$ cat src/rtl/can_pkg.sv
// Shared CAN controller types: frame field widths, transmit scheduler states and the mailbox record.
package can_pkg;

  localparam int unsigned CAN_EXT_ID_W = 29;
  localparam int unsigned CAN_DLC_W    = 4;
  localparam int unsigned CAN_DATA_W   = 64;
  localparam int unsigned RETRY_W      = 4;

  typedef enum logic [2:0] {
    ST_IDLE,
    ST_START,
    ST_WAIT_END,
    ST_EVAL,
    ST_RETIRE
  } state_e;

  typedef struct packed {
    logic [CAN_EXT_ID_W-1:0] id;
    logic [CAN_DLC_W-1:0]    dlc;
    logic [CAN_DATA_W-1:0]   data;
  } mbox_t;

endpackage

$ cat src/rtl/can_prio_select.sv
// Combinational minimum-ID finder over a valid mask; equal IDs resolve to the lowest index.
module can_prio_select
  import can_pkg::*;
#(
  parameter int unsigned NUM_MBOX = 4,
  parameter int unsigned IDX_W    = 2,
  parameter int unsigned ID_W     = CAN_EXT_ID_W
) (
  input  logic [NUM_MBOX-1:0]      valid_i,
  input  logic [NUM_MBOX*ID_W-1:0] ids_i,
  output logic [IDX_W-1:0]         sel_idx_c,
  output logic                     any_valid_c
);

  logic [ID_W-1:0] best_id;

  // Strict less-than while scanning upward keeps the lowest index on ties.
  always_comb begin
    best_id     = '1;
    sel_idx_c   = '0;
    any_valid_c = 1'b0;
    for (int i = 0; i < int'(NUM_MBOX); i++) begin
      if (valid_i[i] && (!any_valid_c || (ids_i[i*ID_W +: ID_W] < best_id))) begin
        any_valid_c = 1'b1;
        best_id     = ids_i[i*ID_W +: ID_W];
        sel_idx_c   = IDX_W'(i);
      end
    end
  end

endmodule

$ cat src/rtl/can_tx_scheduler.sv
// Multi-mailbox CAN transmit scheduler: offers the lowest-ID pending frame to the TX engine,
// handles the start/busy handshake, arbitration-loss requeue, ACK retries, aborts and completion.
module can_tx_scheduler
  import can_pkg::*;
#(
  parameter int unsigned NUM_MBOX      = 4,
  parameter int unsigned IDX_W         = 2,
  parameter int unsigned MAX_RETRY     = 3,
  parameter int unsigned START_TIMEOUT = 64
) (
  input  logic                    clk_i,
  input  logic                    rst_i,
  input  logic                    wr_en_i,
  input  logic [IDX_W-1:0]        wr_idx_i,
  input  logic [CAN_EXT_ID_W-1:0] wr_id_i,
  input  logic [CAN_DLC_W-1:0]    wr_dlc_i,
  input  logic [CAN_DATA_W-1:0]   wr_data_i,
  input  logic [NUM_MBOX-1:0]     abort_i,
  output logic [NUM_MBOX-1:0]     pending_o,
  output logic                    done_o,
  output logic [IDX_W-1:0]        done_idx_o,
  output logic                    done_ok_o,
  output logic                    tx_start_o,
  output logic [CAN_EXT_ID_W-1:0] tx_id_o,
  output logic [CAN_DLC_W-1:0]    tx_dlc_o,
  output logic [CAN_DATA_W-1:0]   tx_data_o,
  input  logic                    tx_busy_i,
  input  logic                    tx_lost_i,
  input  logic                    tx_ack_i,
  output logic                    busy_o
);

  localparam int unsigned TO_W = $clog2(START_TIMEOUT) + 1;

  mbox_t                   mbox_q [NUM_MBOX];
  mbox_t                   mbox_d [NUM_MBOX];
  logic [RETRY_W-1:0]      retry_q [NUM_MBOX];
  logic [RETRY_W-1:0]      retry_d [NUM_MBOX];
  logic [NUM_MBOX-1:0]     pending_q, pending_d;
  logic [NUM_MBOX-1:0]     abort_pend_q, abort_pend_d;
  state_e                  state_q, state_d;
  logic [IDX_W-1:0]        act_idx_q, act_idx_d;
  logic                    ack_q, ack_d;
  logic                    lost_q, lost_d;
  logic                    act_abort_q, act_abort_d;
  logic [TO_W-1:0]         cnt_q, cnt_d;
  logic                    done_q, done_d;
  logic [IDX_W-1:0]        done_idx_q, done_idx_d;
  logic                    done_ok_q, done_ok_d;
  logic                    tx_start_q, tx_start_d;
  logic [CAN_EXT_ID_W-1:0] tx_id_q, tx_id_d;
  logic [CAN_DLC_W-1:0]    tx_dlc_q, tx_dlc_d;
  logic [CAN_DATA_W-1:0]   tx_data_q, tx_data_d;
  logic                    busy_q, busy_d;

  logic [NUM_MBOX-1:0]              active_mask;
  logic [NUM_MBOX-1:0]              new_abort;
  logic [NUM_MBOX-1:0]              sel_valid;
  logic [NUM_MBOX*CAN_EXT_ID_W-1:0] ids_flat;
  logic [IDX_W-1:0]                 sel_idx;
  logic                             sel_any;
  logic                             retire;
  logic                             retire_ok;
  logic                             abort_act;
  logic                             found;

  // The mailbox owned by the FSM from START through RETIRE is excluded from writes and selection.
  always_comb begin
    active_mask = '0;
    if (state_q != ST_IDLE) begin
      active_mask[act_idx_q] = 1'b1;
    end
    new_abort = abort_i & pending_q & ~active_mask;
    sel_valid = pending_q & ~active_mask & ~abort_i;
    for (int i = 0; i < int'(NUM_MBOX); i++) begin
      ids_flat[i*CAN_EXT_ID_W +: CAN_EXT_ID_W] = mbox_q[i].id;
    end
  end

  can_prio_select #(
    .NUM_MBOX (NUM_MBOX),
    .IDX_W    (IDX_W),
    .ID_W     (CAN_EXT_ID_W)
  ) u_prio_select (
    .valid_i     (sel_valid),
    .ids_i       (ids_flat),
    .sel_idx_c   (sel_idx),
    .any_valid_c (sel_any)
  );

  always_comb begin
    for (int i = 0; i < int'(NUM_MBOX); i++) begin
      mbox_d[i]  = mbox_q[i];
      retry_d[i] = retry_q[i];
    end
    pending_d    = pending_q & ~new_abort;
    abort_pend_d = abort_pend_q | new_abort;
    state_d      = state_q;
    act_idx_d    = act_idx_q;
    ack_d        = ack_q;
    lost_d       = lost_q;
    act_abort_d  = act_abort_q;
    cnt_d        = cnt_q;
    done_d       = 1'b0;
    done_idx_d   = '0;
    done_ok_d    = 1'b0;
    tx_start_d   = tx_start_q;
    tx_id_d      = tx_id_q;
    tx_dlc_d     = tx_dlc_q;
    tx_data_d    = tx_data_q;
    retire       = 1'b0;
    retire_ok    = 1'b0;
    abort_act    = act_abort_q | abort_i[act_idx_q];
    found        = 1'b0;

    if (wr_en_i && (int'(wr_idx_i) < int'(NUM_MBOX)) && !active_mask[wr_idx_i]) begin
      mbox_d[wr_idx_i]    = '{id: wr_id_i, dlc: wr_dlc_i, data: wr_data_i};
      pending_d[wr_idx_i] = 1'b1;
      retry_d[wr_idx_i]   = '0;
    end

    unique case (state_q)
      ST_IDLE: begin
        if (sel_any) begin
          act_idx_d   = sel_idx;
          tx_id_d     = mbox_q[sel_idx].id;
          tx_dlc_d    = mbox_q[sel_idx].dlc;
          tx_data_d   = mbox_q[sel_idx].data;
          tx_start_d  = 1'b1;
          cnt_d       = '0;
          ack_d       = 1'b0;
          lost_d      = 1'b0;
          act_abort_d = 1'b0;
          state_d     = ST_START;
        end
      end
      ST_START: begin
        ack_d       = ack_q | tx_ack_i;
        lost_d      = lost_q | tx_lost_i;
        act_abort_d = abort_act;
        if (tx_busy_i) begin
          tx_start_d = 1'b0;
          state_d    = ST_WAIT_END;
        end else if (cnt_q + TO_W'(1) == TO_W'(START_TIMEOUT)) begin
          tx_start_d = 1'b0;
          retire     = 1'b1;
        end else if (cnt_q != '1) begin
          cnt_d = cnt_q + TO_W'(1);
        end
      end
      ST_WAIT_END: begin
        ack_d       = ack_q | tx_ack_i;
        lost_d      = lost_q | tx_lost_i;
        act_abort_d = abort_act;
        if (!tx_busy_i) begin
          state_d = ST_EVAL;
        end
      end
      ST_EVAL: begin
        // ACK beats a pending abort or loss; an abort beats requeue and retry.
        if (ack_q) begin
          retire    = 1'b1;
          retire_ok = 1'b1;
        end else if (abort_act) begin
          retire = 1'b1;
        end else if (lost_q) begin
          state_d = ST_IDLE;
        end else if (retry_q[act_idx_q] < RETRY_W'(MAX_RETRY)) begin
          retry_d[act_idx_q] = retry_q[act_idx_q] + RETRY_W'(1);
          state_d            = ST_IDLE;
        end else begin
          retire = 1'b1;
        end
      end
      ST_RETIRE: begin
        state_d = ST_IDLE;
      end
      default: begin
        state_d = ST_IDLE;
      end
    endcase

    if (retire) begin
      state_d              = ST_RETIRE;
      done_d               = 1'b1;
      done_idx_d           = act_idx_q;
      done_ok_d            = retire_ok;
      pending_d[act_idx_q] = 1'b0;
      retry_d[act_idx_q]   = '0;
    end

    // Abort completions use the done slot only when the FSM is not retiring this cycle.
    if (!done_d) begin
      for (int i = 0; i < int'(NUM_MBOX); i++) begin
        if (!found && abort_pend_d[i]) begin
          found           = 1'b1;
          done_d          = 1'b1;
          done_idx_d      = IDX_W'(i);
          done_ok_d       = 1'b0;
          abort_pend_d[i] = 1'b0;
        end
      end
    end

    busy_d = (state_d != ST_IDLE);
  end

  always_ff @(posedge clk_i or posedge rst_i) begin
    if (rst_i) begin
      for (int i = 0; i < int'(NUM_MBOX); i++) begin
        mbox_q[i]  <= '0;
        retry_q[i] <= '0;
      end
      pending_q    <= '0;
      abort_pend_q <= '0;
      state_q      <= ST_IDLE;
      act_idx_q    <= '0;
      ack_q        <= 1'b0;
      lost_q       <= 1'b0;
      act_abort_q  <= 1'b0;
      cnt_q        <= '0;
      done_q       <= 1'b0;
      done_idx_q   <= '0;
      done_ok_q    <= 1'b0;
      tx_start_q   <= 1'b0;
      tx_id_q      <= '0;
      tx_dlc_q     <= '0;
      tx_data_q    <= '0;
      busy_q       <= 1'b0;
    end else begin
      for (int i = 0; i < int'(NUM_MBOX); i++) begin
        mbox_q[i]  <= mbox_d[i];
        retry_q[i] <= retry_d[i];
      end
      pending_q    <= pending_d;
      abort_pend_q <= abort_pend_d;
      state_q      <= state_d;
      act_idx_q    <= act_idx_d;
      ack_q        <= ack_d;
      lost_q       <= lost_d;
      act_abort_q  <= act_abort_d;
      cnt_q        <= cnt_d;
      done_q       <= done_d;
      done_idx_q   <= done_idx_d;
      done_ok_q    <= done_ok_d;
      tx_start_q   <= tx_start_d;
      tx_id_q      <= tx_id_d;
      tx_dlc_q     <= tx_dlc_d;
      tx_data_q    <= tx_data_d;
      busy_q       <= busy_d;
    end
  end

  assign pending_o  = pending_q;
  assign done_o     = done_q;
  assign done_idx_o = done_idx_q;
  assign done_ok_o  = done_ok_q;
  assign tx_start_o = tx_start_q;
  assign tx_id_o    = tx_id_q;
  assign tx_dlc_o   = tx_dlc_q;
  assign tx_data_o  = tx_data_q;
  assign busy_o     = busy_q;

endmodule

$ cat config.mk
export PLATFORM = sky130hd
export DESIGN_NAME = can_tx_scheduler
export DESIGN_NICKNAME = d
export VERILOG_FILES = /design/src/rtl/can_pkg.sv /design/src/rtl/can_prio_select.sv /design/src/rtl/can_tx_scheduler.sv
export SDC_FILE = /design/constraint.sdc
export NUM_CORES = 1
export LEC_CHECK = 0
export CAP_MARGIN = 20
export CELL_PAD_IN_SITES_DETAIL_PLACEMENT = 1
export CELL_PAD_IN_SITES_GLOBAL_PLACEMENT = 1
export CORE_MARGIN = 5
export CORE_UTILIZATION = 35
export DETAILED_ROUTE_END_ITERATION = 10
export PLACE_DENSITY_LB_ADDON = 0.1
export SLEW_MARGIN = 10
export SYNTH_ARGS = -nofsm -noshare
export SYNTH_HDL_FRONTEND = slang
export SYNTH_SLANG_ARGS = --single-unit
export TNS_END_PERCENT = 1
$ cat constraint.sdc
create_clock -name clk_i -period 20.3 [get_ports clk_i]
set_input_delay 2.03 -clock clk_i [delete_from_list [all_inputs] [get_ports clk_i]]
set_output_delay 2.03 -clock clk_i [all_outputs]
set_load 0.005 [all_outputs]
Yosys cells after proc, flatten, opt, wreduce, memory -nomap -nowiden
Index checks and enable logic that the tools add are counted.
{"block": "classes", "order_cmp": 13, "bitwise": 22, "reduce_logical": 31, "muxes": 100, "addsub": 2, "n_eq_ne": 10}
{"operator": "$bwmux 388", "n": 1}
{"operator": "$mux 97", "n": 3}
{"operator": "$bmux 97 s2", "n": 1}
{"operator": "$demux 97 s2", "n": 1}
{"operator": "$mux 16", "n": 7}
{"operator": "$lt 29x29->1", "n": 3}
{"operator": "$mux 29", "n": 3}
{"operator": "$mux 1", "n": 41}
{"operator": "$and 16x16->16", "n": 2}
{"operator": "$mux 4", "n": 8}
{"operator": "$not 16->16", "n": 2}
{"operator": "$mux 7", "n": 4}
{"operator": "$and 4x4->4", "n": 6}
{"operator": "$mux 3", "n": 8}
{"operator": "$bwmux 16", "n": 1}
{"operator": "$demux 4 s2", "n": 2}
{"operator": "$mux 2", "n": 8}
{"operator": "$not 4->4", "n": 4}
{"operator": "$pmux 7 s2", "n": 1}
{"operator": "$pmux 3 s4", "n": 1}
{"operator": "$logic_and 1x1->1", "n": 11}
{"operator": "$pmux 1 s2", "n": 5}
{"operator": "$ge 3x3->1 const B", "n": 3}
{"operator": "$not 2->3", "n": 3}
{"operator": "other kinds (26)", "n": 49}
{"block": "totals", "output_inout_bits": 107, "word_cells": 210, "inputBits": 109, "register_bits": 530}

Depth between registers and ports, before layout
Gate-level depths: netlist (run 1).
{"block": "depth", "depth_word": 25, "depth_mapped": 44, "mapped_depth_nobuf": 32}

Hierarchy
Synthesis (run 1) repeated with hierarchy kept, for this count alone.
{"block": "unflattened", "hier_cells": 2609, "area_unflattened_um2": 25559.5}
{"module": "can_tx_scheduler", "seq_area_each_um2": 13262.7, "cells_per_inst": 2222, "area_per_inst_um2": 22668.0, "instances": 1}
{"module": "can_prio_select", "seq_area_each_um2": 0.0, "cells_per_inst": 387, "area_per_inst_um2": 2891.5, "instances": 1}

Worst setup path before layout (run 1)
Ideal clock, no wire load.
{"block": "synth_path", "kind": "input to register", "startpoint": "in abort_i[0]", "endpoint": "reg tx_data_q[0], in the netlist tx_data_o[0]", "required_time_ps": 20213, "path_buffers": 10, "setup_slack_ps": 10793, "setup_time_ps": 87, "cell_stages": 38, "arrival_ps": 9420, "cell_sequence": "nor2b_1 nand2_1 clkbuf_1 nor2_1 ha_1 a21oi_1 nand2b_1 a311oi_1 nor3_1 o32a_1 or2_1 buf_2 buf_6 buf_6 buf_4 a21o_1 ha_1 or4_1 (+2 left out) a21o_1 o31ai_1 buf_2 buf_4 buf_4 nor2_1 a21oi_1 ha_1 a21o_1 a21o_1 a22oi_1 a311o_1 nand3_1 o21ai_1 clkbuf_1 clkbuf_1 nand4_1 o211ai_1"}
{"block": "synth_via", "elab_chain_cells": 19, "elab_cells_between_ends": 29, "classes_between": "order compare: 3; mux: 13; bitwise: 3; reduce/logical: 10"}
{"element": "start, declared", "line_no": "can_tx_scheduler.sv:18", "source": "input logic [NUM_MBOX-1:0] abort_i,"}
{"element": "$not 4->4 (*)", "line_no": "can_tx_scheduler.sv:74", "source": "sel_valid = pending_q & ~active_mask & ~abort_i;"}
{"element": "$and 4x4->4 (*)", "line_no": "can_tx_scheduler.sv:74"}
{"element": "$mux 29 / $mux 1 (equally long branches)", "line_no": "can_prio_select.sv:23", "source": "if (valid_i[i] && (!any_valid_c || (ids_i[i*ID_W +: ID_W] < best_id))) begin"}
{"element": "$lt 29x29->1 / $logic_not 1->1 (equally long branches)", "line_no": "can_prio_select.sv:23"}
{"element": "$logic_or 1x1->1", "line_no": "can_prio_select.sv:23"}
{"element": "$logic_and 1x1->1", "line_no": "can_prio_select.sv:23"}
{"element": "$mux 29 / $mux 1 (equally long branches)", "line_no": "can_prio_select.sv:23"}
{"element": "$lt 29x29->1 / $logic_not 1->1 (equally long branches)", "line_no": "can_prio_select.sv:23"}
{"element": "(+2 left out)"}
{"element": "$mux 29 / $mux 1 (equally long branches)", "line_no": "can_prio_select.sv:23"}
{"element": "$lt 29x29->1 / $logic_not 1->1 (equally long branches)", "line_no": "can_prio_select.sv:23"}
{"element": "$logic_or 1x1->1", "line_no": "can_prio_select.sv:23"}
{"element": "$logic_and 1x1->1", "line_no": "can_prio_select.sv:23"}
{"element": "$mux 2", "line_no": "can_prio_select.sv:23"}
{"element": "$not 2->3 (implied by the code)", "line_no": "can_tx_scheduler.sv:128", "source": "tx_data_d = mbox_q[sel_idx].data;"}
{"element": "$bmux 97 s2", "line_no": "can_tx_scheduler.sv:128"}
{"element": "$mux 97 (implied by the code) (2 in a row)", "line_no": "can_tx_scheduler.sv:128"}
{"element": "end signal, assigned", "line_no": "can_tx_scheduler.sv:249", "source": "tx_data_q <= tx_data_d;"}
{"element": "end, declared", "line_no": "can_tx_scheduler.sv:53", "source": "logic [CAN_DATA_W-1:0] tx_data_q, tx_data_d;"}
Every way passes the cells marked *; elsewhere a longest branch is shown, timed or not. The select of a mux whose other input is x is not followed.
A chain may end at the register's enable or synchronous reset.

Worst setup path in the final report (run 1)
{"block": "layout_path", "startpoint": "in abort_i[0]", "endpoint": "reg tx_id_q[3], in the netlist tx_id_o[3]"}
{"block": "layout_via", "elab_chain_cells": 19, "elab_cells_between_ends": 29, "classes_between": "order compare: 3; mux: 13; bitwise: 3; reduce/logical: 10"}
{"element": "$not 4->4 (*)", "line_no": "can_tx_scheduler.sv:74"}
{"element": "$and 4x4->4 (*)", "line_no": "can_tx_scheduler.sv:74"}
{"element": "$mux 29 / $mux 1 (equally long branches)", "line_no": "can_prio_select.sv:23"}
{"element": "$lt 29x29->1 / $logic_not 1->1 (equally long branches)", "line_no": "can_prio_select.sv:23"}
{"element": "$logic_or 1x1->1", "line_no": "can_prio_select.sv:23"}
{"element": "$logic_and 1x1->1", "line_no": "can_prio_select.sv:23"}
{"element": "$mux 29 / $mux 1 (equally long branches)", "line_no": "can_prio_select.sv:23"}
{"element": "$lt 29x29->1 / $logic_not 1->1 (equally long branches)", "line_no": "can_prio_select.sv:23"}
{"element": "(+2 left out)"}
{"element": "$mux 29 / $mux 1 (equally long branches)", "line_no": "can_prio_select.sv:23"}
{"element": "$lt 29x29->1 / $logic_not 1->1 (equally long branches)", "line_no": "can_prio_select.sv:23"}
{"element": "$logic_or 1x1->1", "line_no": "can_prio_select.sv:23"}
{"element": "$logic_and 1x1->1", "line_no": "can_prio_select.sv:23"}
{"element": "$mux 2", "line_no": "can_prio_select.sv:23"}
{"element": "$not 2->3 (implied by the code)", "line_no": "can_tx_scheduler.sv:126", "source": "tx_id_d = mbox_q[sel_idx].id;"}
{"element": "$bmux 97 s2", "line_no": "can_tx_scheduler.sv:126"}
{"element": "$mux 97 (2 in a row)"}
{"element": "end signal, assigned", "line_no": "can_tx_scheduler.sv:247", "source": "tx_id_q <= tx_id_d;"}
{"element": "end, declared", "line_no": "can_tx_scheduler.sv:51", "source": "logic [CAN_EXT_ID_W-1:0] tx_id_q, tx_id_d;"}
Marked as above.

==> results of run 1 <==
area by class of cell:
| cell class | count | share of cell area (%) |
|---|---|---|
| Sequential cell | 530 | 42.9 |
| Multi-Input combinational cell | 1431 | 38.8 |
| Timing Repair Buffer | 253 | 8.05 |
| Clock buffer | 94 | 5.91 |
| Tap cell | 959 | 3.88 |
| Clock inverter | 10 | 0.368 |
| Inverter | 9 | 0.133 |
| Antenna cell | 4 | 0.0324 |
worst paths after layout:
path | startpoint | to | slack [ps]
setup / recovery | abort_i[0] | tx_id_o[3]$_DFFE_PP0P_ | 6900
hold / removal | retry_q[9]$_DFF_PP0_ | retry_q[9]$_DFF_PP0_ | 490
setup reg to reg | act_idx_q[1]$_DFFE_PP0P_ | tx_id_o[3]$_DFFE_PP0P_ | 7430
hold reg to reg | retry_q[9]$_DFF_PP0_ | retry_q[9]$_DFF_PP0_ | 490
max in group asynchronous | rst_i | mbox_q[122]$_DFFE_PP0P_ | 16170
min in group asynchronous | rst_i | mbox_q[51]$_DFFE_PP0P_ | 1870
critical path: cells and delay by family:
family,cells,cell delay (ps)
compound gates,13,3140
fa+ha+maj,3,930
buf+inv,7,4730
simple gates,13,3000
logic make-up (layout without fill, tap and decap cells):
group / after synthesis / after routing
other: 0 / 4
adders and majority gates: 83 / 83
AOI/OAI and AO/OA: 369 / 369
muxes: 556 / 556
xor gates and xnor gates: 4 / 4
DFF: 530 / 530
and+or+nand+nor: 419 / 419
buffers and inverters: 151 / 366
layer usage:
metal	global-route usage, %	vias up
met4	4.87	2
li1	-	8188
met2	35.3	280
met1	27.5	9692
met3	3.44	109
met5	0	-
synth_stat cells (all sizes together) (4+ instances only):
library cell	instances	area share, %
a2111oi	4	0.23
a211oi	11	0.36
a21boi	4	0.16
a21o	31	0.90
a21oi	85	1.7
a22o	4	0.14
a22oi	6	0.17
a2bb2oi	17	0.58
a31oi	36	0.87
a32o	8	0.31
and2	9	0.22
and3	8	0.19
buf	46	1.1
clkbuf	96	1.4
dfrtp	530	51
ha	83	4.0
inv	9	0.13
mux2	459	20
mux2i	94	3.7
nand2	117	1.7
nand2b	8	0.19
nand3	25	0.48
nand4	79	1.9
nor2	107	1.6
nor2b	6	0.15
nor3	31	0.64
nor4	6	0.15
o211ai	74	2.2
o21a	5	0.15
o21ai	46	0.91
o22a	6	0.20
o22ai	6	0.27
o31ai	5	0.16
or2	6	0.15
per-stage QoR:
step | cells | hold slack [ps] | area [um2] | total power [mW] | worst slack [ps]
3_5_place_dp | 3180 | 466 | 28900 | 3.61 | 6180
3_3_place_gp | 3179 | 458 | 28900 | 3.53 | 6480
2_1_floorplan | 2112 | 445 | 25800 | 2.86 | 3460
6_report | 3290 | 485 | 30900 | 4.65 | 6900
4_1_cts | 3284 | 480 | 30900 | 4.72 | 6860
5_1_grt | 3288 | 504 | 30900 | 4.95 | 6210
sequential cells by signal, indices dropped and copies added (netlist names), 2 cells and up:
register and cells:
tx_id_o 29, cnt_q 7, ids_flat 116, abort_pend_q 4, done_idx_o 2, tx_dlc_o 4, state_q 3, pending_o 4
mbox_q 272, tx_data_o 64, act_idx_q 2, retry_q 16
power by group:
| group | internal, mW | leakage [nW] | switching [mW] |
|---|---|---|---|
| sequential | 1.46 | 6.38 | 0.324 |
| clock | 0.626 | 0.956 | 0.454 |
| combinational | 0.880 | 5.61 | 0.913 |
| total | 2.96 | 12.9 | 1.69 |
==> results.sh, run 1 <==
export IMPL_die_h_um=282
export IMPL_seq_total_area_yosys_pct=51.3
export IMPL_synthesis_area_per_instance_um2=12.2
export IMPL_multi_input_comb_area_um2=12000
export IMPL_hold_class="flip-flop to flip-flop"
export IMPL_ys_ff_latch=530
export IMPL_power_per_cell_area_nw_per_um2=150
export IMPL_period_share_pct=66.0
export IMPL_cts_root_buf="sky130_fd_sc_hd__clkbuf_16"
export IMPL_port_buffers=215
export IMPL_area_taken_by_flip_flops_and_latches_um2=13300
export IMPL_final_hold_viol_count=0
export IMPL_final_nets=2477
export IMPL_post_route_min_period_ps=13400
export IMPL_drt_iter0_drc=787
export IMPL_worst_slew_margin_rel_pct=27.4
export IMPL_num_vias=18300
export IMPL_mostFrequentLayoutCells="sky130_fd_sc_hd__dfrtp_1 (530), sky130_fd_sc_hd__mux2_2 (458), sky130_fd_sc_hd__clkdlybuf4s50_1 (215)"
export IMPL_ys_warn_count=0
export IMPL_synth_compound_area_share_pct=10.1
export IMPL_route_met3_wl_um=2880
export IMPL_die_w_um=282
export IMPL_dp_hpwl_um=53200
export IMPL_die_area_um2=79400
export IMPL_viasPerCell=5.55
export IMPL_p_leak_nw=12.9
export IMPL_post_cts_hold_buffers=0
export IMPL_synth_top_family_by_area="multiplexers"
export IMPL_routed_wire_length_per_instance_um=25.2
export IMPL_fp_coreArea_um2=73100
export IMPL_initial_cell_density_of_the_core_pct=35.4
export IMPL_drt_drc_violations_left=0
export IMPL_tritoncts_num_buffers=60
export IMPL_detail_route_wirelength_met1_um=37300
export IMPL_clock_tree_htree_level_count=2
export IMPL_worst_endpoint_required_ps=20850
export IMPL_fillCellCount=7633
export IMPL_synth_net_count=2304
export IMPL_crit_type="primary input to flip-flop"
export IMPL_areaGrowthSynthToFinish_pct=19.7
export IMPL_synth_edff_count=0
export IMPL_drt_first_pass_iters=5
export IMPL_worst_reg_to_reg_path_cell_count=36
export IMPL_most_common_cell_after_layout_fill_and_taps_aside="sky130_fd_sc_hd__dfrtp_1"
export IMPL_timing_critical_path_slowest_cell_delay_ps=950
export IMPL_postCtsSetupBuffers=0
export IMPL_synthSimpleGateAreaFrac_pct=7.87
export IMPL_first_global_vias=20200
export IMPL_path_max_fanout=65
export IMPL_max_cap_violations=0
export IMPL_max_freq_mhz=74.6
export IMPL_worstMarginPinSlew_ps=1090
export IMPL_synthAdderAreaFrac_pct=4.02
export IMPL_cell_area_synth_um2=25800
export IMPL_grt_max_degree=119
export IMPL_cts_reportedPaths_clkPinSlew_ps=60
export IMPL_route_final_wire_length_um=82900
export IMPL_io_pins=216
export IMPL_grt_antenna_before_repair=5
export IMPL_gp_routability_congestion=0.792
export IMPL_fin_worst_skew_ps=28.1
export IMPL_min_path_cells=1
export IMPL_clock_insertion_delay_worst_skew_ps=650
export IMPL_synthMuxAreaShare_pct=23.9
export IMPL_maximum_vdd_drop_v=0.0000681
export IMPL_critical_path_slowest_cell="sky130_fd_sc_hd__buf_4"
export IMPL_ys_flop_type="sky130_fd_sc_hd__dfrtp_1"
export IMPL_tns_ps=0
export IMPL_top_signal_layer_used="met5"
export IMPL_grt_pass1_wl_um=127000
export IMPL_gr_total_overflow=0
export IMPL_outcome="finished, final reports clean"
export IMPL_yosys_cell_types_count=80
export IMPL_setup_violations_final=0
export IMPL_crit_path_end_kind="flip-flop"
export IMPL_slew_viol_final=0
export IMPL_clock_sinks=530
export IMPL_postSynthCellCount=2112
export IMPL_row_count=99
export IMPL_postSynth_asyncResetShare_pct=100
export IMPL_synth_xor_area_share_pct=0.136
export IMPL_unrepaired_setup_endpoints_after_global_routing="false"
export IMPL_finish_utilization_pct=42.3
export IMPL_detailroute_wirelength_met2_um=41000
export IMPL_ant_nets=0
export IMPL_worst_setup_path_start_kind="primary input"
export IMPL_ctsLongestPathBuffers=3
export IMPL_worst_endpoint_arrival_ps=13950
export IMPL_cpMostUsedCell="sky130_fd_sc_hd__buf_4"
export IMPL_drive_gt1_share_pct=26.9
export IMPL_post_cts_resize_count=0
export IMPL_gr_usage_total_pct=20.6
export IMPL_tritoncts="built"
No activity file was read; power rests on OpenSTA's default activity.
==> run 2: changes to the inputs <==
==> constraint.sdc (replaced) <==
create_clock -name clk_i -period 13.6 [get_ports clk_i]
set_input_delay 1.36 -clock clk_i [delete_from_list [all_inputs] [get_ports clk_i]]
set_output_delay 1.36 -clock clk_i [all_outputs]
set_load 0.005 [all_outputs]
==> run 2 against run 1 <==
Against the previous run:
- sequential power rose by 48%
- final cell count up 0.43%
- worst setup slack lost 4900 ps
- wire length fell by 0.49%
- critical path type is now flip-flop to flip-flop
- largest cell class unchanged
==> results.sh, run 2 (synthesis gave the netlist of run 1 again) <==
export IMPL_route_final_wire_length_um=82500
export IMPL_p_leak_nw=13.0
export IMPL_comb_pwr_share_pct=38.0
export IMPL_worst_setup_path_start_kind="flip-flop"
export IMPL_p_seq_share_pct=37.4
export IMPL_power_per_cell_area_nw_per_um2=227
export IMPL_hold_class="flip-flop to flip-flop"
export IMPL_tritoncts_num_buffers=66
export IMPL_instance_area_at_placement_um2=29000
export IMPL_max_freq_mhz=86.2
export IMPL_setup_violations_final=0
export IMPL_worst_r2r_startpoint="state_q[1]$_DFF_PP0_"
export IMPL_worst_reg_to_reg_path_cell_count=33
export IMPL_drt_drc_violations_left=0
export IMPL_worstMarginPinSlew_ps=1130
export IMPL_slew_viol_final=0
export IMPL_areaGrowthSynthToFinish_pct=20.7
export IMPL_row_count=99
export IMPL_routed_wire_length_per_instance_um=25.0
export IMPL_largest_register_ffs=272
export IMPL_share_clk_of_total_power_pct=24.6
export IMPL_gr_usage_total_pct=20.7
export IMPL_port_buffers=215
export IMPL_unrepaired_setup_endpoints_after_global_routing="false"
export IMPL_crit_path_end_kind="flip-flop"
export IMPL_worstHoldEndpoint="retry_q[6]$_DFF_PP0_"
export IMPL_clock_tree_htree_level_count=3
export IMPL_tns_ps=0
export IMPL_rrSetupSlack_ps=2000
export IMPL_netSwitchingPower_mw=2.55
export IMPL_detailroute_wirelength_met2_um=40300
export IMPL_final_std_cell_area_no_fill_um2=31200
export IMPL_top_signal_layer_used="met5"
export IMPL_path_max_fanout=44
export IMPL_post_cts_resize_count=0
export IMPL_crit_type="flip-flop to flip-flop"
export IMPL_tritoncts="built"
export IMPL_viasPerCell=5.54
export IMPL_max_cap_violations=0
export IMPL_instances_no_fill=3304
export IMPL_io_pins=216
export IMPL_area_taken_by_flip_flops_and_latches_um2=13300
export IMPL_dp_hpwl_um=52300
export IMPL_dp_cells=3180
export IMPL_die_area_um2=79400
export IMPL_worst_hold_startpoint="retry_q[6]$_DFF_PP0_"
export IMPL_timing_critical_path_slowest_cell_delay_ps=720
export IMPL_cts_root_buf="sky130_fd_sc_hd__clkbuf_16"
export IMPL_detail_route_wirelength_met1_um=36800
export IMPL_route_met3_wl_um=3230
export IMPL_die_w_um=282
export IMPL_cellInternalPower_mw=4.52
export IMPL_worst_endpoint_arrival_ps=12080
export IMPL_ctsLongestPathBuffers=3
export IMPL_end_of_the_worst_register_to_register_path="tx_data_o[24]$_DFFE_PP0P_"
export IMPL_cts_reportedPaths_clkPinSlew_ps=60
export IMPL_first_global_vias=20700
export IMPL_maximum_vdd_drop_v=0.0000890
export IMPL_postCtsSetupBuffers=0
export IMPL_gp_routability_congestion=0.843
export IMPL_drive_gt1_share_pct=27.1
export IMPL_outcome="finished, final reports clean"
export IMPL_period_share_pct=85.3
export IMPL_die_h_um=282
export IMPL_clock_insertion_delay_worst_skew_ps=610
export IMPL_grt_max_degree=173
export IMPL_fin_worst_skew_ps=33.4
export IMPL_worst_endpoint_required_ps=14080
export IMPL_gr_total_overflow=0
export IMPL_finish_utilization_pct=42.7
export IMPL_post_cts_hold_buffers=0
export IMPL_grt_antenna_before_repair=11
export IMPL_multi_input_comb_area_um2=12000
export IMPL_fin_ws_ps=2000
export IMPL_drt_iter0_drc=837
export IMPL_grt_pass1_wl_um=128000
export IMPL_min_path_cells=1
export IMPL_final_nets=2483
export IMPL_power_share_switching_pct=36.1
export IMPL_mostFrequentLayoutCells="sky130_fd_sc_hd__dfrtp_1 (530), sky130_fd_sc_hd__mux2_2 (458), sky130_fd_sc_hd__clkdlybuf4s50_1 (215)"
export IMPL_num_vias=18300
export IMPL_worst_slew_margin_rel_pct=24.7
export IMPL_initial_cell_density_of_the_core_pct=35.4
export IMPL_fp_coreArea_um2=73100
export IMPL_critical_path_slowest_cell="sky130_fd_sc_hd__o31ai_4"
export IMPL_ant_nets=0
export IMPL_dp_worst_setup_slack_ps=1680
export IMPL_post_route_min_period_ps=11600
export IMPL_register_name_with_the_most_flops="mbox_q"
export IMPL_final_hold_viol_count=0
export IMPL_most_common_cell_after_layout_fill_and_taps_aside="sky130_fd_sc_hd__dfrtp_1"
export IMPL_fillCellCount=7577
export IMPL_clock_sinks=530
export IMPL_drt_first_pass_iters=4
-- run 2: worst max-delay path by stage --
stage               depth (start not counted)  slack, ps                   endpoint                  from
floorplan                                  38       4760   tx_data_o[0]$_DFFE_PP0P_            abort_i[0]
global placement                           33       1990  tx_data_o[21]$_DFFE_PP0P_            abort_i[0]
detailed placement                         33       1680  tx_data_o[18]$_DFFE_PP0P_            abort_i[0]
CTS                                        33       2090  tx_data_o[13]$_DFFE_PP0P_  state_q[1]$_DFF_PP0_
global route                               34       1430    tx_dlc_o[2]$_DFFE_PP0P_  state_q[1]$_DFF_PP0_
finish                                     33       2000  tx_data_o[24]$_DFFE_PP0P_  state_q[1]$_DFF_PP0_
-- run 2: metrics by stage --
step                      hold slack [ps]  total power, mW
final                                 486             7.07
after floorplan                       445             4.27
after global routing                  500             7.54
after global placement                469             5.28
after CTS                             490             7.18
after detailed placement              471             5.39
-- run 2: area by class of cell --
type / instances / area share, %
inverters: 9 / 0.120
flip-flops and latches: 530 / 42.5
clock buffers: 98 / 6.16
repair buffers: 253 / 8.11
well taps: 959 / 3.85
clock inverters: 18 / 0.718
diodes: 6 / 0.0482
multi-input cells: 1431 / 38.5
-- run 2: worst max-delay path: cells and delay by family (launching register included) --
family / cells / cell delay [ps]
DFF: 1 / 590
AOI/OAI and AO/OA: 14 / 4520
buffers and inverters: 2 / 700
and+or+nand+nor: 14 / 4690
adders and majority gates: 3 / 890
-- run 2: layer usage --
metal	GRT usage, %	up-vias
met5	0	-
met4	6.13	12
met3	3.80	136
met2	35.2	299
met1	27.3	9632
li1	-	8220
-- run 2: power by group through the flow --
stage | registers (mW) | clock network (mW) | logic, mW
detailed placement | 2.67 | 0 | 2.72
CTS | 2.65 | 1.80 | 2.73
finish | 2.64 | 1.74 | 2.69
global placement | 2.65 | 0 | 2.63
floorplan | 2.49 | 0 | 1.78
global route | 2.72 | 1.86 | 2.96
==> run 3: changes to the inputs <==
--- a/config.mk
+++ b/config.mk
@@ -11,7 +11,10 @@
 export CORE_MARGIN = 5
 export CORE_UTILIZATION = 35
 export DETAILED_ROUTE_END_ITERATION = 10
+export GPL_TIMING_DRIVEN = 0
 export PLACE_DENSITY_LB_ADDON = 0.1
+export REMOVE_ABC_BUFFERS = 1
+export SKIP_CTS_REPAIR_TIMING = 1
 export SLEW_MARGIN = 10
 export SYNTH_ARGS = -nofsm -noshare
 export SYNTH_HDL_FRONTEND = slang
==> run 3 against run 2 <==
Against the previous run:
- hold slack got worse by 5.9 ps
- sequential share of layout area decreased by 1.2 points
- die area unchanged
- wire length decreased by 0.93%
- critical path type unchanged
==> results.sh, run 3 (synthesis gave the netlist of run 1 again) <==
export IMPL_most_common_cell_after_layout_fill_and_taps_aside="sky130_fd_sc_hd__dfrtp_1"
export IMPL_drt_first_pass_iters=5
export IMPL_fillCellCount=7562
export IMPL_mostFrequentLayoutCells="sky130_fd_sc_hd__dfrtp_1 (530), sky130_fd_sc_hd__mux2_2 (458), sky130_fd_sc_hd__clkdlybuf4s50_1 (215)"
export IMPL_cts_reportedPaths_clkPinSlew_ps=50
export IMPL_fin_ws_ps=1900
export IMPL_maximum_vdd_drop_v=0.0000871
export IMPL_io_pins=216
export IMPL_slew_viol_final=0
export IMPL_grt_max_degree=118
export IMPL_initial_cell_density_of_the_core_pct=35.4
export IMPL_hold_class="flip-flop to flip-flop"
export IMPL_fp_coreArea_um2=73100
export IMPL_p_leak_nw=13.4
export IMPL_most_crowded_layer_after_global_routing="met2"
export IMPL_gr_usage_total_pct=20.5
export IMPL_area_taken_by_flip_flops_and_latches_um2=13300
export IMPL_routed_wire_length_per_instance_um=24.6
export IMPL_grt_pass1_wl_um=127000
export IMPL_ant_nets=0
export IMPL_period_share_pct=86.0
export IMPL_final_std_cell_area_no_fill_um2=32100
export IMPL_port_buffers=215
export IMPL_worst_setup_path_start_kind="flip-flop"
export IMPL_drt_drc_violations_left=0
export IMPL_clock_tree_htree_level_count=3
export IMPL_global_route_usage_met2_pct=35.0
export IMPL_power_per_cell_area_nw_per_um2=225
export IMPL_worst_endpoint_arrival_ps=12160
export IMPL_drt_iter0_drc=792
export IMPL_unrepaired_setup_endpoints_after_global_routing="false"
export IMPL_max_cap_violations=0
export IMPL_gr_total_overflow=0
export IMPL_instance_area_at_placement_um2=29900
export IMPL_grtUsageMet1_pct=26.4
export IMPL_multi_input_comb_area_um2=12000
export IMPL_num_vias=18400
export IMPL_finish_utilization_pct=43.9
export IMPL_path_max_fanout=42
export IMPL_tritoncts="built"
export IMPL_drive_gt1_share_pct=27.7
export IMPL_crit_type="flip-flop to flip-flop"
export IMPL_die_area_um2=79400
export IMPL_clock_sinks=530
export IMPL_instances_no_fill=3327
export IMPL_die_h_um=282
export IMPL_groute_layer_met3_usage_pct=4.73
export IMPL_worst_endpoint_required_ps=14060
export IMPL_post_route_min_period_ps=11700
export IMPL_final_hold_viol_count=0
export IMPL_viasPerCell=5.52
export IMPL_register_name_with_the_most_flops="mbox_q"
export IMPL_timing_critical_path_slowest_cell_delay_ps=860
export IMPL_clock_insertion_delay_worst_skew_ps=620
export IMPL_worstMarginPinSlew_ps=940
export IMPL_ctsLongestPathBuffers=3
export IMPL_die_w_um=282
export IMPL_crit_path_end_kind="flip-flop"
export IMPL_cts_root_buf="sky130_fd_sc_hd__clkbuf_16"
export IMPL_tritoncts_num_buffers=66
export IMPL_first_global_vias=20700
export IMPL_dp_worst_setup_slack_ps=1400
export IMPL_dp_cells=3204
export IMPL_tns_ps=0
export IMPL_max_freq_mhz=85.5
export IMPL_row_count=99
export IMPL_final_hold_worst_slack_ps=480
export IMPL_dp_hpwl_um=54800
export IMPL_grt_antenna_before_repair=14
export IMPL_fin_worst_skew_ps=23.5
export IMPL_areaGrowthSynthToFinish_pct=24.1
export IMPL_final_nets=2506
export IMPL_critical_path_slowest_cell="sky130_fd_sc_hd__nor4_1"
export IMPL_total_power_mw=7.23
export IMPL_setup_violations_final=0
export IMPL_worst_slew_margin_rel_pct=36.8
export IMPL_gp_routability_congestion=0.751
export IMPL_largest_register_ffs=272
export IMPL_route_final_wire_length_um=81700
export IMPL_outcome="finished, final reports clean"
run 3: critical path, delay by kind of cell, from the launching register on:
kind,cells,cell delay [ps]
DFF,1,670
buffers and inverters,4,1050
and+or+nand+nor,14,4970
AOI/OAI and AO/OA,13,3740
adders and majority gates,3,960
run 3: power breakdown:
group	switching (mW)	total (mW)	leakage, nW	internal, mW
logic	1.44	2.91	6.00	1.48
clock network	0.711	1.72	1.04	1.01
registers	0.417	2.59	6.38	2.18
total	2.57	7.23	13.4	4.66
run 3: worst paths after layout:
| kind | start | endpoint | slack, ps | depth (start not counted) |
|---|---|---|---|---|
| min reg2reg | retry_q[9]$_DFF_PP0_ | retry_q[9]$_DFF_PP0_ | 480 | 1 |
| min | retry_q[9]$_DFF_PP0_ | retry_q[9]$_DFF_PP0_ | 480 | 1 |
| max in group asynchronous | rst_i | mbox_q[197]$_DFFE_PP0P_ | 10980 | 4 |
| max | act_idx_q[1]$_DFFE_PP0P_ | tx_data_o[31]$_DFFE_PP0P_ | 1900 | 34 |
| max reg2reg | act_idx_q[1]$_DFFE_PP0P_ | tx_data_o[31]$_DFFE_PP0P_ | 1900 | 34 |
| min in group asynchronous | rst_i | tx_id_o[18]$_DFFE_PP0P_ | 1170 | 2 |
run 3: metal layers:
metal / vias to the layer above / share of wire (%)
li1: 8280 / -
met1: 9629 / 44
met2: 283 / 49
met3: 143 / 4.5
met4: 16 / 2.6
met5: - / 0.12
run 3: final cells by class:
| type | instances | share of cell area (%) |
|---|---|---|
| flip-flops and latches | 530 | 41.4 |
| multi-input cells | 1431 | 37.4 |
| repair buffers | 276 | 10.7 |
| clock buffers | 101 | 6.03 |
| well taps | 959 | 3.74 |
| clock inverters | 15 | 0.597 |
| inverters | 9 | 0.129 |
| diodes | 6 | 0.0468 |
==> edit, RTL diff (flow settings as in run 3) <==
Make the reset (`rst_i`) synchronous in one clocked block.
--- a/src/rtl/can_tx_scheduler.sv
+++ b/src/rtl/can_tx_scheduler.sv
@@ -207,3 +207,3 @@
 
-  always_ff @(posedge clk_i or posedge rst_i) begin
+  always_ff @(posedge clk_i) begin
     if (rst_i) begin
Behaviour: differs if rst_i is asserted again (counterexample within 4 cycles, from zero or initial values and one cycle with rst_i high); with rst_i held inactive, the same outputs for 4 cycles.
==> edit against run 3 <==
Routed wire length rose by 9.0%; via count rose by 23%; global-route usage rose by 2.6 points; area after synthesis fell by 5.8%; setup slack got worse by 1300 ps; sequential cell count rose by 2; clock skew barely moved; final area fell by 5.6%; critical endpoint is now tx_data_o[46]$_SDFFE_PP0P_.
Power is not compared: it rests on default switching activity, and its combinational part moved more than twofold at a synthesized area within 25%.
==> edit: results <==
[outcome]
status = "finished, final reports clean"

[detailed_routing]
vias = 22630
avgViaCountPerCell = 5.333
dr_wl_met2_um = 44310
wl_met1_um = 39430
wl_met3_um = 3529

[global_route]
first_global_vias = 24140
use_met3 = 0.03664
antenna_found_initial = 6
use_met1 = 0.2893
grt_usage = 0.2310
grt_pass1_wl_um = 138600
grt_max_degree = 134

[layout]
final_layout_size_suffix_gt1_frac = 0.08882
final_core_util = 0.4398
nets = 3453
largest_reg_flops = 388

[yosys]
synth_commonest_cells = "846 x nand2_1, 551 x a21oi_1, 532 x dfxtp_1"
ys_seq_area_frac = 0.4375
ys_types = 67
async_flop_share = 0
synth_area_leaders = "dfxtp_1 44%, nand2_1 13%, a21oi_1 11%"

[placed_design]
post-place-cells = 4129
post-dp-hpwl_um = 60240

[worst_setup_path]
critPathSlowestCell = "nor3_1"

[clock_tree]
numCtsBuffers = 61

[timing]
clock_skew_ps = 23.67
==> edit: changes by cell type after synthesis, moves of 95 or more <==
cell | before | now
nand2_1 | 117 | 846
mux2_2 | 458 | 69
o31ai_1 | 4 | 99
nor2_1 | 106 | 288
a21oi_1 | 84 | 551
dfrtp_1 | 530 | 0
dfxtp_1 | 0 | 532
==> edit: final cells by class <==
class                   count  area share
inverters                  38    0.004712
multi-input cells        2325      0.4190
diodes                      2   0.0001653
well taps                 931     0.03848
repair buffers            303      0.1163
flip-flops and latches    532      0.3519
clock buffers              88     0.05940
clock inverters            24     0.01013
==> edit: power by group through the flow <==
stage	registers (W)	clock network, W	logic, W
after CTS	0.00168	0.00176	0.000537
final	0.00168	0.00172	0.000531
after global routing	0.00169	0.00182	0.000583
after global placement	0.00172	0	0.000548
after detailed placement	0.00172	0	0.000533
after floorplan	0.00170	0	0.000259
==> edit: cells by family after synthesis <==
| kind of cell | synth area share |
|---|---|
| and+or+nand+nor | 0.2081 |
| AOI/OAI and AO/OA | 0.1892 |
| xor gates and xnor gates | 0.001080 |
| adders and majority gates | 0.04266 |
| DFF | 0.4375 |
| buffers and inverters | 0.04569 |
| muxes | 0.07581 |
==> edit: path summary, 6_finish.rpt <==
path | slack (ps) | to | cells past startpoint | start
max | 600 | tx_data_o[46]$_SDFFE_PP0P_ | 44 | abort_i[0]
min | 450 | mbox_q[0][18]$_SDFFE_PP0P_ | 2 | mbox_q[0][18]$_SDFFE_PP0P_
max reg2reg | 1030 | tx_data_o[46]$_SDFFE_PP0P_ | 44 | act_idx_q[0]$_SDFFE_PP0P_
min reg2reg | 450 | mbox_q[0][18]$_SDFFE_PP0P_ | 2 | mbox_q[0][18]$_SDFFE_PP0P_
